$ cat config.mk
export PLATFORM = sky130hd
export DESIGN_NAME = wb_master_arbiter
export DESIGN_NICKNAME = d
export VERILOG_FILES = /design/src/rtl/wb_master_arbiter_pkg.sv /design/src/rtl/wb_master_arbiter_rr_priority_picker.sv /design/src/rtl/wb_master_arbiter.sv
export SDC_FILE = /design/constraint.sdc
export NUM_CORES = 1
export LEC_CHECK = 0
export BUFFER_PORTS_ARGS = -buffer_cell sky130_fd_sc_hd__buf_2
export CAP_MARGIN = 20
export CORE_AREA = 4 4 88 90
export CTS_CLUSTER_SIZE = 24
export DETAILED_ROUTE_END_ITERATION = 8
export DIE_AREA = 0 0 92 94
export PLACE_DENSITY = 0.8
export SLEW_MARGIN = 40
export SYNTH_ARGS = -nofsm -noshare
export SYNTH_HDL_FRONTEND = slang
export SYNTH_SLANG_ARGS = --single-unit
$ cat constraint.sdc
create_clock -name i_clk -period 2.3 [get_ports i_clk]
set_input_delay 0.575 -clock i_clk [delete_from_list [all_inputs] [get_ports i_clk]]
set_output_delay 0.575 -clock i_clk [all_outputs]
set_load 0.1 [all_outputs]
$ cat src/rtl/wb_master_arbiter_pkg.sv
// wb_master_arbiter shared types: FSM state encoding,
// burst lengths and default stall timeout.
package wb_master_arbiter_pkg;

  typedef enum logic {
    ARB_IDLE = 1'b0,
    ARB_BUSY = 1'b1
  } arb_state_e;

  localparam int BURST_LEN_4     = 4;
  localparam int BURST_LEN_8     = 8;
  localparam int BURST_CNT_W     = 4;
  localparam int TIMEOUT_DEFAULT = 255;

endpackage

$ cat src/rtl/wb_master_arbiter_rr_priority_picker.sv
// Round-robin picker: first requester after last_i (mod N).
// Ports: req_i request vector, last_i last owner index, grant_o one-hot.
module rr_priority_picker #(
  parameter int N  = 3,
  parameter int IW = 2
) (
  input  logic [N-1:0]  req_i,
  input  logic [IW-1:0] last_i,
  output logic [N-1:0]  grant_o
);

  logic [IW-1:0] idx;
  logic          found;

  always_comb begin
    grant_o = '0;
    idx     = '0;
    found   = 1'b0;
    for (int k = 1; k <= N; k++) begin
      idx = IW'((int'(last_i) + k) % N);
      if (!found && req_i[idx]) begin
        grant_o[idx] = 1'b1;
        found        = 1'b1;
      end
    end
  end

endmodule

$ cat src/rtl/wb_master_arbiter.sv
// Round-robin Wishbone arbiter: NUM_MASTERS cache masters onto one inner bus.
// Ports: m_wb_* master side, s_wb_* inner bus, o_grant owner; WB_ARB_TIMEOUT_EN adds stall timeout.
`ifndef WB_ADDR_W
`define WB_ADDR_W 24
`endif

module wb_master_arbiter
  import wb_master_arbiter_pkg::*;
#(
  parameter int NUM_MASTERS = 3,
  parameter int ADDR_W      = `WB_ADDR_W,
  parameter int DATA_W      = 16,
  parameter int SEL_W       = 2,
  parameter int TIMEOUT     = TIMEOUT_DEFAULT
) (
  input  logic                          i_clk,
  input  logic                          i_rst_n,
  input  logic [NUM_MASTERS-1:0]        m_wb_cyc,
  input  logic [NUM_MASTERS-1:0]        m_wb_stb,
  input  logic [NUM_MASTERS-1:0]        m_wb_we,
  input  logic [NUM_MASTERS*ADDR_W-1:0] m_wb_adr,
  input  logic [NUM_MASTERS*DATA_W-1:0] m_wb_o_dat,
  input  logic [NUM_MASTERS*SEL_W-1:0]  m_wb_sel,
  input  logic [NUM_MASTERS-1:0]        m_wb_4_burst,
  input  logic [NUM_MASTERS-1:0]        m_wb_8_burst,
  output logic [DATA_W-1:0]             m_wb_i_dat,
  output logic [NUM_MASTERS-1:0]        m_wb_ack,
  output logic [NUM_MASTERS-1:0]        m_wb_err,
  output logic                          s_wb_cyc,
  output logic                          s_wb_stb,
  output logic                          s_wb_we,
  output logic [ADDR_W-1:0]             s_wb_adr,
  output logic [DATA_W-1:0]             s_wb_o_dat,
  output logic [SEL_W-1:0]              s_wb_sel,
  output logic                          s_wb_4_burst,
  output logic                          s_wb_8_burst,
  input  logic [DATA_W-1:0]             s_wb_i_dat,
  input  logic                          s_wb_ack,
  input  logic                          s_wb_err,
  output logic [NUM_MASTERS-1:0]        o_grant
);

  localparam int IW = (NUM_MASTERS > 1) ? $clog2(NUM_MASTERS) : 1;

  if (NUM_MASTERS < 2 || TIMEOUT < 1) begin : g_bad_cfg
    $error("wb_master_arbiter: bad parameters");
  end

  arb_state_e             state_q, state_d;
  logic [NUM_MASTERS-1:0] grant_q, grant_d, pick;
  logic [IW-1:0]          last_q, last_d, pick_idx;
  logic [BURST_CNT_W-1:0] bcnt_q, bcnt_d, blen;
  logic                   started_q, started_d;
  logic                   busy, own_cyc;
  logic                   to_fire, kill;

  rr_priority_picker #(
    .N  (NUM_MASTERS),
    .IW (IW)
  ) u_pick (
    .req_i   (m_wb_cyc),
    .last_i  (last_q),
    .grant_o (pick)
  );

  always_comb begin
    pick_idx = last_q;
    for (int i = 0; i < NUM_MASTERS; i++)
      if (pick[i]) pick_idx = IW'(i);
  end

  // last_q doubles as the owner index while BUSY
  assign busy    = (state_q == ARB_BUSY);
  assign own_cyc = busy & m_wb_cyc[last_q];

`ifdef WB_ARB_TIMEOUT_EN
  localparam int TW = $clog2(TIMEOUT + 1);

  logic [TW-1:0] to_cnt_q;
  logic          to_q;

  assign to_fire = own_cyc & ~to_q
                 & (to_cnt_q == TW'(TIMEOUT));
  // bus stays cut off from the fire cycle until release
  assign kill    = to_q | to_fire;

  always_ff @(posedge i_clk or negedge i_rst_n) begin
    if (!i_rst_n) begin
      to_cnt_q <= '0;
      to_q     <= 1'b0;
    end else begin
      if (!busy || s_wb_ack || s_wb_err)
        to_cnt_q <= '0;
      else if (s_wb_stb && to_cnt_q != TW'(TIMEOUT))
        to_cnt_q <= to_cnt_q + 1'b1;
      to_q <= own_cyc & (to_q | to_fire);
    end
  end
`else
  assign to_fire = 1'b0;
  assign kill    = 1'b0;
`endif

  assign s_wb_cyc     = own_cyc & ~kill;
  assign s_wb_stb     = own_cyc & m_wb_stb[last_q] & ~kill;
  assign s_wb_we      = busy & m_wb_we[last_q];
  assign s_wb_4_burst = busy & m_wb_4_burst[last_q];
  assign s_wb_8_burst = busy & m_wb_8_burst[last_q];
  assign s_wb_adr     = busy ? m_wb_adr[last_q*ADDR_W +: ADDR_W] : '0;
  assign s_wb_o_dat   = busy ? m_wb_o_dat[last_q*DATA_W +: DATA_W] : '0;
  assign s_wb_sel     = busy ? m_wb_sel[last_q*SEL_W +: SEL_W] : '0;

  assign m_wb_i_dat = s_wb_i_dat;
  assign m_wb_ack   = grant_q & {NUM_MASTERS{s_wb_ack}};
  assign m_wb_err   = grant_q & {NUM_MASTERS{s_wb_err | to_fire}};
  assign o_grant    = grant_q;

  // 8-beat hint wins when both are set
  always_comb begin
    blen = '0;
    if (s_wb_8_burst)      blen = BURST_CNT_W'(BURST_LEN_8);
    else if (s_wb_4_burst) blen = BURST_CNT_W'(BURST_LEN_4);
  end

  always_comb begin
    state_d   = state_q;
    grant_d   = grant_q;
    last_d    = last_q;
    bcnt_d    = bcnt_q;
    started_d = started_q;
    unique case (state_q)
      ARB_IDLE: begin
        if (|m_wb_cyc) begin
          state_d = ARB_BUSY;
          grant_d = pick;
          last_d  = pick_idx;
        end
      end
      ARB_BUSY: begin
        if (!m_wb_cyc[last_q]) begin
          state_d   = ARB_IDLE;
          grant_d   = '0;
          bcnt_d    = '0;
          started_d = 1'b0;
        end else begin
          started_d = started_q | s_wb_stb;
          if (s_wb_err)
            bcnt_d = '0;
          else if (s_wb_stb && !started_q && blen != '0)
            bcnt_d = blen - BURST_CNT_W'(s_wb_ack);
          else if (s_wb_ack && bcnt_q != '0)
            bcnt_d = bcnt_q - 1'b1;
        end
      end
    endcase
  end

  always_ff @(posedge i_clk or negedge i_rst_n) begin
    if (!i_rst_n) begin
      state_q   <= ARB_IDLE;
      grant_q   <= '0;
      last_q    <= IW'(NUM_MASTERS - 1);
      bcnt_q    <= '0;
      started_q <= 1'b0;
    end else begin
      state_q   <= state_d;
      grant_q   <= grant_d;
      last_q    <= last_d;
      bcnt_q    <= bcnt_d;
      started_q <= started_d;
    end
  end

endmodule

# Yosys cells after proc, flatten, opt, wreduce, memory -nomap -nowiden
# Index checks and enable logic that the tools add are counted.
# W data, S select, Z words.
# op_classes
add_sub_neg	3
n_mul	1
n_div	3
order_cmp	7
eq_ne	2
n_shift	3
n_mux	39
bitwise	10
n_reduce_logical	11
# ops
op	n
$mod A32 B3 Y32 const B	3
$shiftx A72 B8 Y24	1
$shiftx A48 B7 Y16	1
$mux W24	1
$bmux W1 S2	8
$mux W16	1
$mux W1	15
$mux W3	5
$lt A2 B3 Y1 const B	4
$mux W2	4
$add A2 B2 Y3 const B	2
$and A3 B3 Y3	2
$demux W1 S2	3
$ge A2 B1 Y1 const B	3
$or A3 B3 Y3	2
$pmux W3 S2	1
$shiftx A6 B4 Y2	1
$and A1 B1 Y1	5
$logic_and A1 B1 Y1	5
$mul A2 B2 Y4 const B	1
$ne A2 B2 Y1 const B	2
$add A2 B1 Y3 const B	1
$reduce_and A3 Y1	1
$reduce_bool A3 Y1	1
5 further kinds	6
# word_totals
regBits	6
inputBits	161
out_inout_bits	72

# Depth between registers and ports, before layout
# depth
ltp_word	14
depth_mapped	11

# Modules after synthesis
# From an unflattened synthesis, not the netlist that was laid out.
# unflattened
hier_cells	286
area_unflattened_um2	2102.0
# by_module_without_submodules
mod	instances	cells_each	area_per_inst_um2
wb_master_arbiter	1	254	1874.3
rr_priority_picker	1	32	227.7

# Worst setup path after synthesis
# OpenSTA, ideal clock, no wires.
# synth_timing
path_type	reg2out
start	register last_q[1]
end	output port s_wb_stb
arrival_ns	2.571
slack_ns	-0.846
stages_incl_launch_ff	7
n_path_buf	3
cell_sequence	dfstp_2 -> buf_2 -> nor2b_1 -> buf_2 -> buf_2 -> a21oi_1 -> nor2_1
# synth_via
elab_chain_cells	4
elab_cells_between_ends	6
# synth_rtl
element	line_no	rtl
start: declaration	wb_master_arbiter.sv:51	logic [IW-1:0] last_q, last_d, pick_idx;
start signal: assignment	wb_master_arbiter.sv:162	last_q <= IW'(NUM_MASTERS - 1);
start signal: assignment	wb_master_arbiter.sv:168	last_q <= last_d;
$bmux W1 S2	wb_master_arbiter.sv:74	assign own_cyc = busy & m_wb_cyc[last_q];
$mux W1 (not written as such)	wb_master_arbiter.sv:74	
$and A1 B1 Y1	wb_master_arbiter.sv:74	
$and A1 B1 Y1 (*)	wb_master_arbiter.sv:105	assign s_wb_stb = own_cyc & m_wb_stb[last_q] & ~kill;
end: declaration	wb_master_arbiter.sv:30	output logic s_wb_stb,
# Mark *: on every way between the ends. The rest lies on a longest branch, timed or not. The select of a mux whose other input is x is not followed.

# Worst setup path after layout
# layout_timing
start	register last_q[1]
end	output port s_wb_adr[3]
# layout_via
elab_chain_cells	3
# layout_rtl
element	line_no	rtl
$mul A2 B2 Y4	wb_master_arbiter.sv:109	assign s_wb_adr = busy ? m_wb_adr[last_q*ADDR_W +: ADDR_W] : '0;
$shiftx A72 B8 Y24	wb_master_arbiter.sv:109	
$mux W24	wb_master_arbiter.sv:109	
end: declaration	wb_master_arbiter.sv:32	output logic [ADDR_W-1:0] s_wb_adr,
# No other way between the ends.

==> results.sh <==
export IMPL_worstSetupPathType="reg -> out"
export IMPL_clockBufferDepth=2
export IMPL_drt_pass1_iter_count=4
export IMPL_clock_latency_ns=0.22
export IMPL_timing_hold_violations_final=0
export IMPL_layoutNonFillerInstCount=568
export IMPL_async_reset_ff_frac=1.000
export IMPL_avgSynthCellArea_sq_um=6.884
export IMPL_wirelength_um=8869
export IMPL_max_freq_mhz=442.2
export IMPL_startpoint_type="flop"
export IMPL_layout_commonest_cell="buf_2"
export IMPL_worstPathArrival_ns=1.69
export IMPL_synthSimpleGateAreaFrac=0.3104
export IMPL_seq_area_frac_synth=0.07558
export IMPL_worstPathRequired_ns=1.73
export IMPL_diodes=0
export IMPL_finalCriticalPeriod_ns=2.261
export IMPL_numCtsBuffers=3
export IMPL_num_vias=2751
export IMPL_ioPinCount=233
export IMPL_final_area_sq_um=3988
export IMPL_cts_sinks=6
export IMPL_path_common_cell="buf_12"
export IMPL_worstReg2RegEnd="last_q[1]$_DFFE_PN1P_"
export IMPL_drv_slew=0
export IMPL_ys_warn_count=0
export IMPL_grt_pass1_wl_um=13500
export IMPL_cpMaxStageDelayCell="dfstp_2"
export IMPL_timing_max_cap_violations=0
export IMPL_synth_edf_count=0
export IMPL_path_cells="nor2b_4, buf_12, nand2_1, o21ai_0, and2_4, buf_12"
export IMPL_worst_r2r_cell_count=7
export IMPL_wire_per_inst_um=15.61
export IMPL_synth_fa_ha_area_frac=0.02498
export IMPL_synth_cell_types=38
export IMPL_post_dp_hpwl_um=7304
export IMPL_syn_inst=291
export IMPL_dp_cells=561
export IMPL_fin_crit_sh=0.9832
export IMPL_place_area_sq_um=3846
export IMPL_ys_flop_type="dfrtp_1"
export IMPL_ys_ff_latch=6
export IMPL_ctsHoldBuffers=0
export IMPL_fp_dieW_um=92
export IMPL_die_area_sq_um=8648
export IMPL_grt_overflow=0
export IMPL_layout_drive_gt1_share=0.6098
export IMPL_max_stage_delay_ns=0.55
export IMPL_synth_top_family_by_area="simple AND/OR/NAND/NOR gates"
export IMPL_endpoint_kind="primary output"
export IMPL_path_delay_family="flip-flops"
export IMPL_worst_path_buf_inv=2
export IMPL_worstReg2RegStart="last_q[1]$_DFFE_PN1P_"
export IMPL_yosys_mux_area_fraction=0.2548
export IMPL_synth_compound_area_frac=0.2011
export IMPL_synth_area_sq_um=2003
export IMPL_clk_pin_slew_ns=0.04
export IMPL_portBuffers=200
export IMPL_cts_htree_levels=1
export IMPL_dieHeight_um=94
export IMPL_fin_worst_skew_ns=0.002297
export IMPL_vias_per_cell=4.843
export IMPL_worstHoldPathType="in -> async"
export IMPL_reg2reg_setup_slack_ns=0.11
export IMPL_synth_fp_nets=456
export IMPL_synth_xor_area_share=0
export IMPL_cts_root_buffer="clkbuf_8"
export IMPL_setup_viol=0
export IMPL_antenna_left=0
export IMPL_slew_headroom=0.6121
export IMPL_holdWs_ns=0.1622
export IMPL_rows=31
export IMPL_layout_common_cells="153 x buf_2, 51 x buf_12, 50 x mux2i_1"
export IMPL_area_growth_pct=99.06
export IMPL_grt_setup_unrepaired="yes"
export IMPL_grt_max_degree=32
export IMPL_gp_congestion=0.8726
export IMPL_worst_slew_pin_slew_ns=0.5744
export IMPL_start_util=0.2838
export IMPL_antenna_found_initial=0
export IMPL_tns_ns=0
export IMPL_drt_iter0_drc=91
export IMPL_fin_nets=635
export IMPL_core_area_sq_um=7059
export IMPL_drc=0
export IMPL_critPathMaxFanout=30
export IMPL_cts_tree="done"
export IMPL_first_global_vias=2794
export IMPL_status="finished, final reports clean"
export IMPL_grt_usage=0.1894
-- synthesized netlist by cell type, types with 2 or more instances --
library cell | instances | area, sq um
a21oi_1 | 2 | 10.01
and2_1 | 51 | 319.1
buf_2 | 12 | 60.06
buf_4 | 20 | 150.1
clkbuf_1 | 8 | 30.03
dfrtp_1 | 5 | 125.1
ha_1 | 4 | 50.05
inv_1 | 4 | 15.01
mux2i_1 | 51 | 510.5
nand2_1 | 48 | 180.2
nand2b_1 | 2 | 12.51
nand3b_1 | 3 | 22.52
nor2_1 | 3 | 11.26
nor2b_1 | 5 | 31.28
o211ai_1 | 2 | 15.01
o21ai_0 | 49 | 245.2
-- through the flow --
| stage | worst slack (ns) | util |
|---|---|---|
| final | 0.03858 | 0.5649 |
| after global routing | -0.05755 | 0.5649 |
| after CTS | -0.002705 | 0.5569 |
| after detailed placement | 0.09150 | 0.5448 |
| after global placement | 0.2254 | 0.5448 |
| after floorplan | -0.1008 | - |
-- flip-flops by register name, indices dropped and copies added (netlist names) --
| signal | count |
|---|---|
| o_grant | 3 |
| last_q | 2 |
| busy | 1 |
-- routing by layer --
metal / wire [um] / track usage
met2: 4693 / 0.3790
met3: 814 / 0.03686
met4: 209 / 0.04703
met5: 0 / 0
met1: 3151 / 0.2007
-- how the worst max path moves through the flow --
| stage | from | to | slack [ns] | cells past startpoint |
|---|---|---|---|---|
| floorplan | last_q[1]$_DFFE_PN1P_ | s_wb_stb | -0.10 | 6 |
| global placement | last_q[1]$_DFFE_PN1P_ | o_grant[1]$_DFFE_PN0P_ | 0.23 | 7 |
| detailed placement | last_q[1]$_DFFE_PN1P_ | last_q[1]$_DFFE_PN1P_ | 0.09 | 7 |
| CTS | last_q[1]$_DFFE_PN1P_ | s_wb_cyc | -0.003 | 6 |
| global route | last_q[1]$_DFFE_PN1P_ | s_wb_adr[22] | -0.06 | 6 |
| finish | last_q[1]$_DFFE_PN1P_ | s_wb_adr[3] | 0.04 | 6 |
-- cell type report --
| type | instances | area (sq um) |
|---|---|---|
| clock buffer | 4 | 45.04 |
| fill | 597 | 3072 |
| inverter | 4 | 15.01 |
| multi-input combinational | 240 | 1749 |
| sequential | 6 | 152.6 |
| tap | 99 | 123.9 |
| timing repair buffer | 215 | 1902 |
-- kinds of logic after synthesis --
family,after synthesis
and+or+nand+nor,118
AOI/OAI and AO/OA,67
muxes,51
buffers and inverters,45
DFF,6
adders and majority gates,4
-- what timing repair did --
action                                  CTS  global route
endpoints found under the setup margin   10            43
pin swaps                                 0             1
gates cloned                              1             0
gates resized for setup                   3            19
setup buffers                             0             2
Power is not shown: default switching activity piles up to over one toggle a cycle in this logic, so the estimate is an artifact.
